`config.mk`:
```
export PLATFORM = sky130hd
export DESIGN_NAME = mips_multicycle_ctrl
export DESIGN_NICKNAME = d
export VERILOG_FILES = /design/src/rtl/mips_multicycle_ctrl.sv
export SDC_FILE = /design/constraint.sdc
export NUM_CORES = 1
export LEC_CHECK = 0
export ABC_CLOCK_PERIOD_IN_PS = 2300
export CAP_MARGIN = 5
export CORE_ASPECT_RATIO = 0.5
export CORE_MARGIN = 2
export CORE_UTILIZATION = 50
export DETAILED_ROUTE_END_ITERATION = 8
export PLACE_DENSITY_LB_ADDON = 0.08
export SETUP_SLACK_MARGIN = 0.4
export SLEW_MARGIN = 20
export SYNTH_ARGS = -nofsm -noshare
export SYNTH_HDL_FRONTEND = slang
export SYNTH_SLANG_ARGS = --single-unit
```
`constraint.sdc`:
```
create_clock -name clk -period 2.3 [get_ports clk]
set_input_delay 0.46 -clock clk [delete_from_list [all_inputs] [get_ports clk]]
set_output_delay 0.46 -clock clk [all_outputs]
set_load 0.1 [all_outputs]
```
`src/rtl/mips_multicycle_ctrl.sv`:
```
// Multi-cycle MIPS control sequencer: one state per clock, Moore strobes from the current state,
// memory ready handshake with timeout, retired-instruction counter and sticky trap flags.
module mips_multicycle_ctrl #(
  parameter int unsigned MEM_TIMEOUT = 255,
  parameter int unsigned CNT_W       = 32
) (
  input  logic             clk,
  input  logic             rst_n,
  input  logic [5:0]       opcode,
  input  logic             zero,
  input  logic             mem_ready,
  output logic             pc_write,
  output logic             pc_write_cond,
  output logic             i_or_d,
  output logic             mem_read,
  output logic             mem_write,
  output logic             ir_write,
  output logic             mem_to_reg,
  output logic             reg_dst,
  output logic             reg_write,
  output logic             alu_src_a,
  output logic [1:0]       alu_src_b,
  output logic [1:0]       alu_op,
  output logic [1:0]       pc_source,
  output logic [3:0]       state,
  output logic             instr_done,
  output logic [CNT_W-1:0] instret,
  output logic             illegal_op,
  output logic             bus_error
);

  typedef enum logic [3:0] {
    StFetch   = 4'd0,
    StDecode  = 4'd1,
    StMemAddr = 4'd2,
    StMemRd   = 4'd3,
    StMemWb   = 4'd4,
    StMemWr   = 4'd5,
    StRExec   = 4'd6,
    StRWb     = 4'd7,
    StBranch  = 4'd8,
    StJump    = 4'd9,
    StIExec   = 4'd10,
    StIWb     = 4'd11,
    StTrap    = 4'd12
  } state_e;

  localparam logic [5:0] OpR    = 6'b000000;
  localparam logic [5:0] OpLw   = 6'b100011;
  localparam logic [5:0] OpSw   = 6'b101011;
  localparam logic [5:0] OpBeq  = 6'b000100;
  localparam logic [5:0] OpJ    = 6'b000010;
  localparam logic [5:0] OpAddi = 6'b001000;
  localparam logic [7:0] WaitLast = 8'(MEM_TIMEOUT - 1);

  state_e           state_q, state_d;
  logic [5:0]       opcode_q;
  logic [7:0]       wait_q, wait_d;
  logic [CNT_W-1:0] instret_q;
  logic             illegal_q, illegal_d;
  logic             bus_err_q, bus_err_d;
  logic             waiting, timeout;

  // Branch condition is resolved in the datapath.
  logic unused_zero;
  assign unused_zero = zero;

  assign waiting = (state_q == StFetch || state_q == StMemRd || state_q == StMemWr) && !mem_ready;
  // The limit-th stalled cycle traps; a ready in that same cycle completes normally.
  assign timeout = waiting && (wait_q == WaitLast);

  always_comb begin
    state_d   = state_q;
    illegal_d = illegal_q;
    bus_err_d = bus_err_q;
    unique case (state_q)
      StFetch: begin
        if (mem_ready) state_d = StDecode;
        else if (timeout) begin
          state_d   = StTrap;
          bus_err_d = 1'b1;
        end
      end
      StDecode: begin
        unique case (opcode)
          OpR:        state_d = StRExec;
          OpLw, OpSw: state_d = StMemAddr;
          OpBeq:      state_d = StBranch;
          OpJ:        state_d = StJump;
          OpAddi:     state_d = StIExec;
          default: begin
            state_d   = StTrap;
            illegal_d = 1'b1;
          end
        endcase
      end
      StMemAddr: state_d = (opcode_q == OpLw) ? StMemRd : StMemWr;
      StMemRd, StMemWr: begin
        if (mem_ready) state_d = (state_q == StMemRd) ? StMemWb : StFetch;
        else if (timeout) begin
          state_d   = StTrap;
          bus_err_d = 1'b1;
        end
      end
      StRExec:  state_d = StRWb;
      StIExec:  state_d = StIWb;
      StMemWb, StRWb, StIWb, StBranch, StJump: state_d = StFetch;
      default:  state_d = StTrap;
    endcase
    wait_d = (state_d != state_q) ? 8'd0 : (waiting ? wait_q + 8'd1 : wait_q);
  end

  // Strobes are forced low while reset is held so an aborted instruction issues nothing.
  always_comb begin
    pc_write      = 1'b0;
    pc_write_cond = 1'b0;
    i_or_d        = 1'b0;
    mem_read      = 1'b0;
    mem_write     = 1'b0;
    ir_write      = 1'b0;
    mem_to_reg    = 1'b0;
    reg_dst       = 1'b0;
    reg_write     = 1'b0;
    alu_src_a     = 1'b0;
    alu_src_b     = 2'd0;
    alu_op        = 2'd0;
    pc_source     = 2'd0;
    instr_done    = 1'b0;
    if (rst_n) begin
      unique case (state_q)
        StFetch: begin
          mem_read  = 1'b1;
          alu_src_b = 2'd1;
          pc_write  = mem_ready;
          ir_write  = mem_ready;
        end
        StDecode:  alu_src_b = 2'd3;
        StMemAddr: begin
          alu_src_a = 1'b1;
          alu_src_b = 2'd2;
        end
        StMemRd: begin
          mem_read = 1'b1;
          i_or_d   = 1'b1;
        end
        StMemWb: begin
          reg_write  = 1'b1;
          mem_to_reg = 1'b1;
          instr_done = 1'b1;
        end
        StMemWr: begin
          mem_write  = 1'b1;
          i_or_d     = 1'b1;
          instr_done = mem_ready;
        end
        StRExec: begin
          alu_src_a = 1'b1;
          alu_op    = 2'd2;
        end
        StRWb: begin
          reg_write  = 1'b1;
          reg_dst    = 1'b1;
          instr_done = 1'b1;
        end
        StBranch: begin
          alu_src_a     = 1'b1;
          alu_op        = 2'd1;
          pc_write_cond = 1'b1;
          pc_source     = 2'd1;
          instr_done    = 1'b1;
        end
        StJump: begin
          pc_write   = 1'b1;
          pc_source  = 2'd2;
          instr_done = 1'b1;
        end
        StIExec: begin
          alu_src_a = 1'b1;
          alu_src_b = 2'd2;
        end
        StIWb: begin
          reg_write  = 1'b1;
          instr_done = 1'b1;
        end
        default: ;
      endcase
    end
  end

  always_ff @(posedge clk or negedge rst_n) begin
    if (!rst_n) begin
      state_q   <= StFetch;
      opcode_q  <= 6'd0;
      wait_q    <= 8'd0;
      instret_q <= '0;
      illegal_q <= 1'b0;
      bus_err_q <= 1'b0;
    end else begin
      state_q   <= state_d;
      wait_q    <= wait_d;
      illegal_q <= illegal_d;
      bus_err_q <= bus_err_d;
      if (state_q == StDecode) opcode_q <= opcode;
      if (instr_done) instret_q <= instret_q + CNT_W'(1);
    end
  end

  assign state      = state_q;
  assign instret    = instret_q;
  assign illegal_op = illegal_q;
  assign bus_error  = bus_err_q;

endmodule

```
==> results of run 1 <==
[cells by family after synthesis]
group	share of synthesized area [%]
mux	2.77
xor+xnor	12.6
flops	45.8
buf+inv	3.30
fa+ha+maj	1.32
compound gates	8.14
simple gates	26.1
[area by class of cell]
cell class              instances  area (um2)  share of cell area (%)
clock buffers                   6         129                    2.51
clock inverters                 2        38.8                   0.755
well taps                      73        91.3                    1.78
inverters                       6        26.3                   0.511
repair buffers                144        1470                    28.6
multi-input cells             209        1990                    38.8
flip-flops and latches         52        1390                    27.1
[registers in the layout, summed over array words and instances (netlist names)]
signal and cells:
bus_error 1, state 4, illegal_op 1, wait_q 8, opcode_q 6, instret 32
[power by group through the flow]
stage	Sequential (mW)	Combinational, mW	Clock [mW]
floorplan	1.69	1.34	0
detailed placement	1.33	2.30	0
CTS	1.25	2.85	0.882
finish	1.29	3.43	0.905
global route	1.31	3.49	0.931
global placement	1.32	2.25	0
[routing by layer]
layer | global-route usage (%) | vias to the layer above | wire length (um)
met5 | 0 | - | 0
li1 | - | 1282 | -
met2 | 57.1 | 258 | 5840
met1 | 38.4 | 1547 | 4720
met3 | 7.44 | 67 | 1220
met4 | 16.3 | 0 | 685
[Yosys cell counts, types with 2 or more instances]
cell type and instances:
a21oi_1 5, a22oi_1 2, a32oi_1 2, and2_1 5, and3_1 6, and4_1 5
buf_4 5, clkbuf_1 6, dfrtp_1 52, ha_1 3, inv_1 6, mux2_2 7
nand2_1 19, nand2b_1 6, nand3_1 14, nand3b_1 2, nand4_1 11, nor2_1 18
nor2b_1 3, nor3_1 20, nor3b_1 4, nor4_1 4, nor4bb_1 2, o21a_1 2
o21ai_0 3, or3_1 2, xnor2_1 22, xor2_1 19
[how the worst max path moves through the flow]
stage               slack, ps  depth (start not counted)        end       from
floorplan                -720                          4   pc_write   state[3]
global placement           20                          7  wait_q[1]  opcode[1]
detailed placement        -50                          7  wait_q[1]  opcode[1]
CTS                       160                          5   pc_write   state[2]
global route                2                          5   pc_write   state[2]
finish                     20                          5   pc_write   state[2]
[through the flow]
step	power [mW]	hold WS, ps	instance area, um2
2_1_floorplan	3.03	164	3190
3_3_place_gp	3.57	452	4010
3_5_place_dp	3.63	457	4010
4_1_cts	4.99	207	4610
5_1_grt	5.73	311	5140
6_report	5.63	300	5140
[worst max-delay path: cells and delay by family (launching register included)]
kind	cells	cell delay [ps]
and+or+nand+nor	4	790
buffers and inverters	1	160
DFF	1	550
[repair_timing]
item	CTS	global route
buffers inserted	29	30
pin swaps	12	28
gates cloned	1	0
setup endpoints to repair	36	55
resized for setup	40	65
==> flow_metrics.py, run 1 <==
metrics = {
    "outcome": {
        "status": "finished clean",
    },
    "power_and_ir_drop": {
        "leakage_nw": 2.20,
        "power.share.clock_pct": 16.1,
        "ir_drop_uv": 919,
        "internal_power_mw": 2.96,
        "p_sw_share_pct": 47.4,
        "seq_power_share_pct": 23.0,
        "p_per_area_mw_per_mm2": 1090,
        "power.switching_mw": 2.66,
        "power_frac_comb_pct": 61.0,
    },
    "drt": {
        "drtIter0Drc": 377,
        "wl_per_cell_um": 25.3,
        "drt-vias-per-instance": 6.41,
        "ant_nets": 0,
        "totalWireLength_um": 12500,
        "drcViolationCount": 0,
        "vias": 3154,
        "dr.pass1.iters": 5,
    },
    "setup_path": {
        "path_class": "flip-flop to output port",
        "rr_startpoint": "state[1]",
        "critPathSlowestCell": "dfrtp_4",
        "r2r_cells": 10,
        "arrival_ps": 1820,
        "max_stage_delay_ps": 550,
        "cp_max_fo": 6,
        "crit_chain": "nor2_4 -> nand2_4 -> nor4b_4 -> or2_4 -> buf_12",
        "endpoint_kind": "output port",
        "reg2reg_slack_ps": 110,
        "required_ps": 1840,
        "timing.rr.end": "wait_q[1]",
        "startpoint_type": "flip-flop",
    },
    "placed_design": {
        "hpwl_um": 5340,
        "dp_slack_ps": -52.7,
        "dp.cells": 424,
        "gp_congestion": 0.833,
        "io_buffers": 63,
    },
    "layout": {
        "areaGrowthSynthToFinish_pct": 80.7,
        "drive_above_1_share_pct": 62.1,
        "final_cells": 492,
        "layout.nets": 431,
        "final_common_cell": "buf_4",
        "layout_common_cells": "95 x buf_4, 24 x buf_12, 22 x dfrtp_1",
        "fill_cells": 157,
        "num_antenna_cells": 0,
        "post-route-util_pct": 93.6,
    },
    "die": {
        "pin_count": 65,
        "die_width_um": 111,
        "die_area_mm2": 0.00634,
        "die_h_um": 57.3,
        "rows": 19,
        "start_util_pct": 51.8,
        "core_area_mm2": 0.00549,
    },
    "clock_network": {
        "clk_pin_slew_ps": 80,
        "cts_max_level": 2,
        "clock_latency_ps": 310,
        "root_buffer": "clkbuf_16",
        "cts_buffer_depth": 2,
        "cts_tree": "built",
        "ctsHoldBuffers": 0,
        "cts_sinks": 52,
        "cts_buffers": 5,
    },
    "synthesis": {
        "synth_seq_area_share_pct": 45.8,
        "synthCells": 279,
        "synth_edf_count": 0,
        "ys_top_cells_by_area": "dfrtp_1 46%, xnor2_1 6.8%, xor2_1 5.9%, nor3_1 3.5%, mux2_2 2.8%",
        "netlist_area_mm2": 0.00284,
        "synth_top_area_share_pct": 45.8,
        "ys_ff_latch": 52,
        "synth.distinct_cells": 52,
        "synth_flop_cell": "dfrtp_1",
        "avgSynthCellArea_um2": 10.2,
        "yosysTopAreaCell": "dfrtp_1",
        "synthArstFlopShare_pct": 100,
        "syn-num-nets": 292,
        "ys.warnings.count": 0,
    },
    "timing": {
        "finalSetupTns_ps": 0,
        "fin_crit_sh_pct": 99.1,
        "worstMarginPinSlew_ps": 449,
        "setup_violations": 0,
        "min_period_ps": 2280,
        "clock_skew_ps": 14.9,
        "slew_headroom_pct": 69.6,
        "setup_slack_ps": 21.4,
        "finalHoldViolations": 0,
        "max_freq_mhz": 439,
        "rsz0062_at_grt": "true",
        "final-max-slew-violation-count": 0,
    },
    "global_route": {
        "grt_usage_pct": 32.4,
        "first_global_vias": 2946,
        "gr-total-overflow": 0,
        "grt_max_degree": 25,
        "antenna_found_initial": 0,
        "grt_pass1_wl_um": 15900,
    },
    "flow_run": {
        "cap_violations": 0,
    },
    "min_path": {
        "holdCritPathClass": "input pin to asynchronous set/reset pin",
    },
}
Power figures use the tool's default switching activity.
==> run 2: changes to the inputs <==
CORE_ASPECT_RATIO = 1.75   (was 0.5)
==> run 2 against run 1 <==
Effect of this change: cell count decreased by 2.8%; critical endpoint is now alu_src_b[1]; largest power group unchanged; die area down 0.20%; hold slack worse by 71 ps; count of clock-buffer cells in the layout fell by 1; worst setup slack better by 44 ps; clock skew increased by 1.7 ps; clock power fell by 36%; via count down 11%; largest cell class unchanged; flip-flop and latch count did not move; design area decreased by 5.6%.
==> flow_metrics.py, run 2 (synthesis results as in run 1) <==
metrics = {
    "clock_network": {
        "clk_pin_slew_ps": 100,
        "cts_sinks": 52,
        "clock_latency_ps": 340,
        "cts_tree": "built",
        "root_buffer": "clkbuf_8",
        "cts_buffers": 5,
        "cts_max_level": 2,
        "ctsHoldBuffers": 0,
        "cts_buffer_depth": 2,
    },
    "layout": {
        "layout_common_cells": "77 x buf_4, 22 x dfrtp_1, 21 x xnor2_1, 21 x dfrtp_4, 21 x buf_12",
        "largest_reg_flops": 32,
        "layout.nets": 414,
        "multi_input_area_mm2": 0.00191,
        "num_antenna_cells": 0,
        "fill_cells": 267,
        "final_common_cell": "buf_4",
        "design_area_mm2": 0.00485,
        "register_area_mm2": 0.00139,
        "drive_above_1_share_pct": 58.0,
        "areaGrowthSynthToFinish_pct": 70.7,
        "post-route-util_pct": 87.6,
    },
    "drt": {
        "vias": 2796,
        "drcViolationCount": 0,
        "wl_per_cell_um": 20.6,
        "dr.pass1.iters": 4,
        "totalWireLength_um": 9860,
        "ant_nets": 0,
        "drt-vias-per-instance": 5.85,
        "drtIter0Drc": 128,
    },
    "setup_path": {
        "critPathSlowestCell": "dfrtp_4",
        "max_stage_delay_ps": 560,
        "required_ps": 1840,
        "worst-path-buf-inv": 1,
        "arrival_ps": 1770,
        "endpoint_kind": "output port",
        "cp_max_fo": 6,
        "path_class": "flip-flop to output port",
        "crit_chain": "nand2b_4 -> o21ai_0 -> and3_2 -> buf_12",
        "startpoint_type": "flip-flop",
        "path_delay_family": "flip-flops",
    },
    "timing": {
        "fin_crit_sh_pct": 97.2,
        "max_freq_mhz": 447,
        "final-max-slew-violation-count": 0,
        "min_period_ps": 2230,
        "worstMarginPinSlew_ps": 699,
        "setup_slack_ps": 65.2,
        "slew_headroom_pct": 52.8,
        "finalHoldViolations": 0,
        "rsz0062_at_grt": "true",
        "clock_skew_ps": 16.7,
        "setup_violations": 0,
    },
    "global_route": {
        "antenna_found_initial": 0,
        "first_global_vias": 2859,
        "grt_max_degree": 42,
        "grt_pass1_wl_um": 13600,
        "grt_usage_pct": 28.6,
        "gr-total-overflow": 0,
    },
    "placed_design": {
        "hpwl_um": 5620,
        "io_buffers": 63,
        "post_dp_cell_area_mm2": 0.00410,
        "gp_congestion": 0.859,
        "dp_slack_ps": -90.4,
    },
    "die": {
        "die_h_um": 104,
        "die_width_um": 61.0,
        "die_area_mm2": 0.00633,
        "core_area_mm2": 0.00554,
        "start_util_pct": 51.3,
        "pin_count": 65,
        "rows": 36,
    },
    "min_path": {
        "holdCritPathClass": "input pin to asynchronous set/reset pin",
    },
    "power_and_ir_drop": {
        "ir_drop_uv": 1060,
        "leakage_nw": 2.08,
        "p_per_area_mw_per_mm2": 1040,
    },
    "outcome": {
        "status": "finished clean",
    },
    "flow_run": {
        "cap_violations": 0,
    },
}
run 2: cell types whose count changed in the layout (fill, tap and decap cells not counted), sizes merged:
cell,before,now
inv,6,7
dlygate4sd2,4,1
dlymetal6s2s,0,4
buf,137,119
clkdlybuf4s50,3,2
clkinv,0,1
bufinv,1,0
run 2: timing repair:
action | CTS | global route
cloned | 1 | 2
pin swaps | 14 | 19
setup buffers | 21 | 9
setup endpoints to repair | 48 | 42
endpoints found under the hold margin | 0 | 0
gates resized for setup | 40 | 47
run 2: metal layers:
layer  vias to the layer above  part of all wire, %  track usage [%]
met1                      1418                   33             28.8
met3                        35                  4.0             5.49
li1                       1248                    -                -
met4                         0                  4.3             14.3
met5                         -                    0                0
met2                        95                   59             52.0
run 2: area by class of cell:
| class | count | area share, % |
|---|---|---|
| multi-input cells | 209 | 39.4 |
| flip-flops and latches | 52 | 28.7 |
| repair buffers | 127 | 27.5 |
| well taps | 76 | 1.96 |
| clock buffers | 5 | 1.42 |
| clock inverters | 3 | 0.567 |
| inverters | 6 | 0.464 |
run 2: metrics by stage:
stage	hold slack, ps	std cells	TNS [ps]	total power, mW
floorplan	164	279	-3550	3.03
global placement	454	437	-181	3.67
detailed placement	470	437	-694	3.72
CTS	213	467	0	4.66
global route	227	478	0	5.20
finish	229	478	0	5.05
run 2: where the power goes:
part / switching, mW / internal [mW] / leakage (nW)
logic: 1.93 / 1.28 / 1.41
registers: 0.185 / 1.09 / 0.623
clock network: 0.354 / 0.224 / 0.0463
run 2: worst register-to-register path: cells and delay by family, from the launching register on:
kind | cells | cell delay, ps
buffers and inverters | 3 | 430
XOR/XNOR | 1 | 180
AO/OA/AOI/OAI | 1 | 230
flip-flops | 1 | 550
AND/OR/NAND/NOR | 3 | 650
run 2: final timing paths:
check,startpoint,endpoint,slack [ps],depth (start not counted)
min in group clk,instret[20],instret[20],480,1
worst max-delay path,state[1],alu_src_b[1],70,4
worst max register to register,state[3],wait_q[7],190,8
max in group asynchronous,rst_n,instret[17],1240,3
worst min register to register,instret[20],instret[20],480,1
worst min-delay path,rst_n,opcode_q[2],230,2
==> run 3: changes to the inputs <==
SKIP_CTS_REPAIR_TIMING = 1   (was not set)
==> run 3 against run 2 <==
Effect of this change: via count shrank 1.3%; critical endpoint is now reg_write; design area is 3.3% lower; worst setup slack worse by 7.3 ps.
==> flow_metrics.py, run 3 (synthesis results as in run 1) <==
metrics = {
    "clock_network": {
        "cts_sinks": 52,
        "clock_latency_ps": 320,
        "root_buffer": "clkbuf_8",
        "cts_buffer_depth": 2,
        "cts_tree": "built",
        "clk_pin_slew_ps": 100,
        "cts_max_level": 2,
        "cts_buffers": 5,
    },
    "layout": {
        "final_cells": 472,
        "layout.nets": 408,
        "layout_common_cells": "82 x buf_4, 22 x xnor2_1, 22 x dfrtp_1",
        "post-route-util_pct": 84.7,
        "areaGrowthSynthToFinish_pct": 65.1,
        "largest_reg_flops": 32,
        "num_antenna_cells": 0,
        "drive_above_1_share_pct": 56.1,
        "final_common_cell": "buf_4",
    },
    "setup_path": {
        "r2r_cells": 7,
        "required_ps": 1840,
        "reg2reg_slack_ps": 340,
        "timing.rr.end": "wait_q[7]",
        "arrival_ps": 1780,
        "rr_startpoint": "state[2]",
        "startpoint_type": "flip-flop",
        "cp_max_fo": 10,
        "path_class": "flip-flop to output port",
        "endpoint_kind": "output port",
    },
    "drt": {
        "totalWireLength_um": 9030,
        "drtIter0Drc": 140,
        "drt-vias-per-instance": 5.85,
        "vias": 2759,
        "drcViolationCount": 0,
        "wl_per_cell_um": 19.1,
        "dr.pass1.iters": 4,
        "ant_nets": 0,
    },
    "power_and_ir_drop": {
        "p_per_area_mw_per_mm2": 1040,
        "leakage_nw": 2.01,
        "total_power_mw": 4.89,
        "ir_drop_uv": 834,
    },
    "timing": {
        "slew_headroom_pct": 66.0,
        "setup_violations": 0,
        "rsz0062_at_grt": "true",
        "clock_skew_ps": 12.8,
        "min_period_ps": 2240,
        "worstMarginPinSlew_ps": 511,
        "final-max-slew-violation-count": 0,
        "fin_crit_sh_pct": 97.5,
        "max_freq_mhz": 446,
        "finalSetupTns_ps": 0,
        "whs_ps": 243,
        "finalHoldViolations": 0,
    },
    "global_route": {
        "grt_pass1_wl_um": 12200,
        "grt_usage_pct": 25.2,
        "first_global_vias": 2598,
        "grt_max_degree": 42,
        "gr-total-overflow": 0,
        "antenna_found_initial": 0,
    },
    "die": {
        "die_width_um": 61.0,
        "core_area_mm2": 0.00554,
        "rows": 36,
        "start_util_pct": 51.3,
        "pin_count": 65,
        "die_h_um": 104,
        "die_area_mm2": 0.00633,
    },
    "outcome": {
        "status": "finished clean",
    },
    "placed_design": {
        "io_buffers": 63,
        "dp.cells": 437,
        "hpwl_um": 5620,
        "gp_congestion": 0.859,
    },
    "min_path": {
        "holdCritPathClass": "input pin to asynchronous set/reset pin",
    },
    "flow_run": {
        "cap_violations": 0,
    },
}
-- run 3: worst max path at each step --
stage | end | startpoint | slack (ps) | cells past startpoint
2_1_floorplan | pc_write | state[3] | -720 | 4
3_3_place_gp | instr_done | mem_ready | -50 | 5
3_5_place_dp | wait_q[7] | mem_ready | -90 | 6
4_1_cts | pc_write | state[0] | -120 | 5
5_1_grt | reg_write | state[1] | 3 | 4
6_report | reg_write | state[1] | 60 | 4
-- run 3: power by group --
group / switching (mW) / internal (mW)
logic: 1.88 / 1.18
clock network: 0.335 / 0.224
registers: 0.186 / 1.09
total: 2.40 / 2.49
-- run 3: cell type report --
cell class                      count  area, um2
Clock buffer                        5       68.8
Clock inverter                      3       27.5
Fill cell                         303        846
Inverter                            6       22.5
Multi-Input combinational cell    209       1860
Sequential cell                    52       1390
Tap cell                           76       95.1
Timing Repair Buffer              121       1230
-- run 3: stage by stage --
step	instance area (um2)	setup slack, ps
after floorplan	3190	-719
after global placement	4100	-46.2
after detailed placement	4100	-90.4
after CTS	4190	-124
after global routing	4690	3.06
final	4690	58.0
-- run 3: metal layers --
layer	vias up	global-route usage (%)	part of all wire, %
li1	1232	-	-
met3	48	4.37	3.0
met4	0	9.78	6.0
met5	-	0	0
met2	99	47.1	58
met1	1380	25.8	33
-- run 3: worst max-delay path, cell delays in order, from the launching register on --
cell	delay, ps
dfrtp_4	550
buf_6	190
nor4_2	300
o21a_1	210
buf_12	190
